## config.mk

```make
export PLATFORM = sky130hd
export DESIGN_NAME = pipe_hazard_ctrl
export DESIGN_NICKNAME = d
export VERILOG_FILES = /design/src/rtl/pipe_ctrl_pkg.sv /design/src/rtl/pipe_hazard_ctrl_hazard_detect.sv /design/src/rtl/pipe_hazard_ctrl.sv
export SDC_FILE = /design/constraint.sdc
export NUM_CORES = 1
export LEC_CHECK = 0
export CAP_MARGIN = 20
export CORE_MARGIN = 3
export CORE_UTILIZATION = 41
export CTS_BUF_LIST = sky130_fd_sc_hd__clkbuf_4 sky130_fd_sc_hd__clkbuf_8 sky130_fd_sc_hd__clkbuf_16
export DETAILED_ROUTE_END_ITERATION = 8
export HOLD_SLACK_MARGIN = 0.06
export PLACE_DENSITY = 0.72
export SYNTH_ARGS = -nofsm -noshare
export SYNTH_HDL_FRONTEND = slang
export SYNTH_SLANG_ARGS = --single-unit
```

## constraint.sdc

```tcl
create_clock -name i_clk -period 2.2 [get_ports i_clk]
set_input_delay 0.22 -clock i_clk [delete_from_list [all_inputs] [get_ports i_clk]]
set_output_delay 0.22 -clock i_clk [all_outputs]
set_load 0.005 [all_outputs]
```

## src/rtl/pipe_ctrl_pkg.sv

```systemverilog
// Shared types and constants for the pipeline hazard/stall control slice.
// The load-enable struct is reused by the bubble muxes in the datapath.
package pipe_ctrl_pkg;

  typedef enum logic [1:0] {INIT, RUN, MEM_WAIT, ERR} pctl_state_t;

  localparam logic [4:0] REG_X0 = 5'd0;

  // One active-low load enable per pipeline register, PC first.
  typedef struct packed {
    logic pc;
    logic ifid;
    logic idex;
    logic exmem;
    logic memwb;
  } ld_en_t;

endpackage

```

## src/rtl/pipe_hazard_ctrl_hazard_detect.sv

```systemverilog
// Combinational load-use hazard equation, shared with the forwarding unit.
// x0 never carries a real dependency, so a load targeting it cannot stall.
module hazard_detect
  import pipe_ctrl_pkg::*;
(
  input  logic [4:0] i_id_rs1,
  input  logic [4:0] i_id_rs2,
  input  logic       i_id_rs1_used,
  input  logic       i_id_rs2_used,
  input  logic [4:0] i_ex_rd,
  input  logic       i_ex_mem_read,
  output logic       o_load_use
);

  logic w_rs1_hit;
  logic w_rs2_hit;

  assign w_rs1_hit  = i_id_rs1_used & (i_id_rs1 == i_ex_rd);
  assign w_rs2_hit  = i_id_rs2_used & (i_id_rs2 == i_ex_rd);
  assign o_load_use = i_ex_mem_read & (i_ex_rd != REG_X0) & (w_rs1_hit | w_rs2_hit);

endmodule

```

## src/rtl/pipe_hazard_ctrl.sv

```systemverilog
// Central pipeline control: load enables and bubble strobes for the pipeline
// registers, memory wait-state timeout FSM and a saturating stall counter.
module pipe_hazard_ctrl
  import pipe_ctrl_pkg::*;
#(
  parameter int MAX_WAIT = 16,
  parameter int CNT_W    = 32
) (
  input  logic             i_clk,
  input  logic             i_clr,
  input  logic [4:0]       i_id_rs1,
  input  logic [4:0]       i_id_rs2,
  input  logic             i_id_rs1_used,
  input  logic             i_id_rs2_used,
  input  logic [4:0]       i_ex_rd,
  input  logic             i_ex_mem_read,
  input  logic             i_ex_branch_taken,
  input  logic             i_mem_req,
  input  logic             i_mem_ready,
  output logic             o_pc_ld_n,
  output logic             o_ifid_ld_n,
  output logic             o_idex_ld_n,
  output logic             o_exmem_ld_n,
  output logic             o_memwb_ld_n,
  output logic             o_ifid_bubble,
  output logic             o_idex_bubble,
  output logic             o_memwb_bubble,
  output logic             o_bus_err,
  output logic [CNT_W-1:0] o_stall_cnt
);

  localparam int WAIT_W = $clog2(MAX_WAIT);

  pctl_state_t       r_state;
  logic [WAIT_W-1:0] r_wait_cnt;
  logic              r_bus_err;
  logic [CNT_W-1:0]  r_stall_cnt;

  ld_en_t w_ld_n;
  logic   w_ifid_bubble;
  logic   w_idex_bubble;
  logic   w_memwb_bubble;
  logic   w_mem_stall;
  logic   w_lu;

  hazard_detect u_hazard_detect (
    .i_id_rs1      (i_id_rs1),
    .i_id_rs2      (i_id_rs2),
    .i_id_rs1_used (i_id_rs1_used),
    .i_id_rs2_used (i_id_rs2_used),
    .i_ex_rd       (i_ex_rd),
    .i_ex_mem_read (i_ex_mem_read),
    .o_load_use    (w_lu)
  );

  // In MEM_WAIT the access is already outstanding, so only mem_ready releases it.
  always_comb begin
    w_ld_n         = '1;
    w_ifid_bubble  = 1'b0;
    w_idex_bubble  = 1'b0;
    w_memwb_bubble = 1'b0;
    w_mem_stall    = (r_state == RUN) ? (i_mem_req & ~i_mem_ready) : ~i_mem_ready;
    if (r_state == RUN || r_state == MEM_WAIT) begin
      if (w_mem_stall) begin
        w_memwb_bubble = 1'b1;
      end else if (i_ex_branch_taken) begin
        w_ld_n        = '0;
        w_ifid_bubble = 1'b1;
        w_idex_bubble = 1'b1;
      end else if (w_lu) begin
        w_ld_n        = '0;
        w_ld_n.pc     = 1'b1;
        w_ld_n.ifid   = 1'b1;
        w_idex_bubble = 1'b1;
      end else begin
        w_ld_n = '0;
      end
    end
  end

  always_ff @(posedge i_clk or posedge i_clr) begin
    if (i_clr) begin
      r_state     <= INIT;
      r_wait_cnt  <= '0;
      r_bus_err   <= 1'b0;
      r_stall_cnt <= '0;
    end else begin
      if (r_state != INIT && w_ld_n.pc && r_stall_cnt != '1)
        r_stall_cnt <= r_stall_cnt + CNT_W'(1);
      case (r_state)
        INIT: r_state <= RUN;
        RUN: begin
          if (i_mem_req & ~i_mem_ready) begin
            r_state    <= MEM_WAIT;
            r_wait_cnt <= WAIT_W'(1);
          end
        end
        MEM_WAIT: begin
          if (i_mem_ready) begin
            r_state    <= RUN;
            r_wait_cnt <= '0;
          end else if (r_wait_cnt == WAIT_W'(MAX_WAIT - 1)) begin
            r_state   <= ERR;
            r_bus_err <= 1'b1;
          end else begin
            r_wait_cnt <= r_wait_cnt + WAIT_W'(1);
          end
        end
        ERR: r_state <= ERR;
        default: r_state <= INIT;
      endcase
    end
  end

  assign o_pc_ld_n      = w_ld_n.pc;
  assign o_ifid_ld_n    = w_ld_n.ifid;
  assign o_idex_ld_n    = w_ld_n.idex;
  assign o_exmem_ld_n   = w_ld_n.exmem;
  assign o_memwb_ld_n   = w_ld_n.memwb;
  assign o_ifid_bubble  = w_ifid_bubble;
  assign o_idex_bubble  = w_idex_bubble;
  assign o_memwb_bubble = w_memwb_bubble;
  assign o_bus_err      = r_bus_err;
  assign o_stall_cnt    = r_stall_cnt;

endmodule

```

==> reports/results.tsv <==
stage	metric	value	unit
floorplanning	num ports	64	
place	GPL Wtd Cong	0.858	
place	Port Buffers	63	
yosys	count of cell types in the netlist	39	
yosys	Async S/R FF share, synth	100	%
place	placed inst area	3040	um^2
sta	Fin. Hold Viols	0	
yosys	top_reg_cell synth	dfrtp_1	
drt	post-detailed-route count of antenna-violating nets	0	
critical_path	cell chain of the critical path	clkdlybuf4s50_1 -> or4_1 -> o21ai_2 -> nor2_1 -> a21o_1 -> dlygate4sd2_1	
clock_tree	clk slew on worst S/H paths	0.08	ns
power_and_ir_drop	internal power	1110	uW
critical_path	Crit Path Category	input pin to primary output	
global_routing	largest net degree at the start of global routing	40	
yosys	Synth top cells by count	xnor2_1 (40), dfrtp_1 (39), nand3_1 (20)	
drt	detailed-route via count	1979	
power_and_ir_drop	switching share of power	21.2	%
yosys	post-synthesis cell type with the largest combined area	dfrtp_1	
yosys	most common cell in the netlist	xnor2_1	
global_routing	global-route wire length before repair	8.88	mm
floorplanning	starting density of the core	43.2	%
drt	DR vias/cell	5.18	
finish	Fill cells	444	
critical_path	CP arrival	1.87	ns
sta	RSZ-0062 raised after global routing	no	
finish	post-route cell area	3180	um^2
yosys	FF+latch count, synth	39	
worst_hold_path	Hold Crit Class	input pin to async pin	
place	placed insts	373	
finish	footprint of the multi-input gates	1200	um^2
power_and_ir_drop	PD cells	443	nW/um^2
finish	register area	976	um^2
sta	Final Skew	0.00493	ns
global_routing	total gr overflow	0	
drt	post-detailed-route wirelength per cell	13.9	um
floorplanning	chip height	80.1	um
power_and_ir_drop	part of the power in the clock network	42.6	%
sta	Final Cycle Share	94.9	%
finish	layout cells sized above 1	11.5	%
floorplanning	Rows	26	
drt	final WL	5.30	mm
clock_tree	clk_lat worst skew	0.29	ns
outcome	status	complete, no violations	
power_and_ir_drop	worst vdd ir	455	uV
floorplanning	die area	6410	um^2
clock_tree	total clock sinks	39	
clock_tree	H-tree levels	2	
power_and_ir_drop	sw power	299	uW
sta	Final Max Slew Viols	0	
finish	number of nets in the layout	340	
floorplanning	Placeable Area	5200	um^2
power_and_ir_drop	Leakage	0.00127	uW
clock_tree	root buffer cell	clkbuf_8	
sta	Tmin final	2.09	ns
critical_path	Reg2Reg Launch Point	o_stall_cnt[4]$_DFFE_PP0P_	
yosys	share of the synthesized area in the top cell type	43.4	%
power_and_ir_drop	Logic pwr share	6.5	%
finish	n_diodes	0	
power_and_ir_drop	Seq pwr share	50.8	%
critical_path	Crit-path slowest cell	or4_1	
place	Final HPWL DP	3.87	mm
yosys	register area share after synthesis	43.4	%
yosys	syn_area_per_cell	9.70	um^2
finish	synth-to-layout area growth	41.2	%
global_routing	initial antenna violation count	0	
yosys	Post-Syn Area	2250	um^2
clock_tree	Hold-fix buffers, CTS	0	
finish	Final Non-Filler Cells	382	
drt	DRC viols	0	
yosys	Mapped Cells	232	
power_and_ir_drop	final total power	1410	uW
clock_tree	TritonCTS clock tree	yes	
sta	relative max-transition margin	67.0	%
yosys	Post-synth EDFFs	0	
drt	drt first pass iters	4	
critical_path	critical path peak fanout	3	
yosys	Yosys Warn Count	0	
floorplanning	DIE WIDTH	80.1	um
sta	Min Hold Slack	0.351	ns
clock_tree	total CTS buffers	5	
global_routing	vias in the first global route	1902	
critical_path	CP Capture Type	primary output	
critical_path	CP peak stage delay	0.55	ns
yosys	syn nets	261	
run	Max-Cap Viols	0	
global_routing	GRT Util Overall	17.4	%
sta	Fmax	0.479	GHz
critical_path	CP startpoint	i_ex_rd[1]	
drt	Iteration-0 DRC Markers	81	
clock_tree	maximum clock path buffer count	2	
critical_path	startpoint types	input pin	
sta	Setup violations, final	0	
critical_path	CP required	1.98	ns
sta	Slew @ Worst Pin	0.495	ns
yosys	ranking of synthesized cells by area	dfrtp_1 (43%), xnor2_1 (16%), nand4_1 (5.3%)	
## layer usage
layer / wire (um) / GRT usage [%]
met5: 0 / 0
met4: 55 / 6.08
met3: 236 / 4.04
met2: 2540 / 26.7
met1: 2460 / 24.2
## logic make-up (layout without fill, tap and decap cells)
logic type	after synthesis	after routing	share of synthesized area, %
adder cells (fa/ha/maj)	6	6	3.34
buffers and inverters	18	98	4.17
flip-flops	39	39	43.4
AND/OR/NAND/NOR	110	110	27.9
AO/OA/AOI/OAI	17	17	4.73
XOR/XNOR	41	41	16.0
multiplexers	1	1	0.501
## power by group through the flow
stage	clock network (uW)	logic [uW]	registers, uW
final	600	92.0	716
after CTS	617	93.1	716
after global routing	660	101	716
after floorplan	0	33.1	730
after detailed placement	0	90.3	730
after global placement	0	89.1	730
## layout make-up
class,instances,area share [%]
sequential,39,30.7
clock inverter,3,1.38
timing repair buffer,81,24.0
inverter,9,1.06
tap,70,2.76
multi-input combinational,175,37.9
clock buffer,5,2.17
## state kept, by name, indices dropped and copies added, names as in the netlist
signal       flops
o_stall_cnt     32
r_wait_cnt       4
r_state          2
o_bus_err        1
## layout by cell type (no fill, tap or decap), types with 2 or more instances in the layout
master / count
nor2_1: 15
dfrtp_1: 39
ha_1: 5
xnor2_1: 40
and4_1: 2
nand3_1: 20
inv_1: 9
and3_1: 8
o21ai_0: 5
dlygate4sd2_1: 3
nand4_1: 19
buf_4: 18
clkbuf_8: 5
nor3_1: 4
nor4_1: 3
and2_1: 3
a21oi_1: 3
nand2b_1: 2
nand2_1: 19
o31ai_1: 2
clkdlybuf4s50_1: 60
nand4b_1: 4
## final timing paths
kind / slack, ns / cells after the start / to
min: 0.35 / 3 / o_stall_cnt[26]$_DFFE_PP0P_
max in group asynchronous: 1.49 / 3 / o_stall_cnt[27]$_DFFE_PP0P_
max reg2reg: 0.18 / 6 / o_stall_cnt[27]$_DFFE_PP0P_
min in group i_clk: 0.48 / 1 / o_bus_err$_DFFE_PP0P_
min reg2reg: 0.48 / 1 / o_bus_err$_DFFE_PP0P_
max: 0.11 / 6 / o_ifid_ld_n
## worst max-delay path: cells and delay by family
kind,cells,cell delay [ns]
and+or+nand+nor,2,0.60
buffers and inverters,2,0.71
AOI/OAI and AO/OA,2,0.34
## what timing repair did
item / 4_1_cts / 5_1_grt
hold endpoints to repair: 0 / 0
pin swaps: 1 / 0
gates resized for setup: 7 / 3
cloned: 0 / 0
endpoints found under the setup margin: 3 / 17
buffers inserted: 0 / 1
## per-stage QoR
stage,setup TNS (ns),setup WS [ns],utilization [%]
6_report,0,0.113,61.0
5_1_grt,0,0.00484,61.0
4_1_cts,0,0.0769,60.6
3_5_place_dp,-2.81,-0.154,58.3
3_3_place_gp,-1.50,-0.105,58.3
2_1_floorplan,0,0.218,-
No activity file was read; power rests on OpenSTA's default activity.
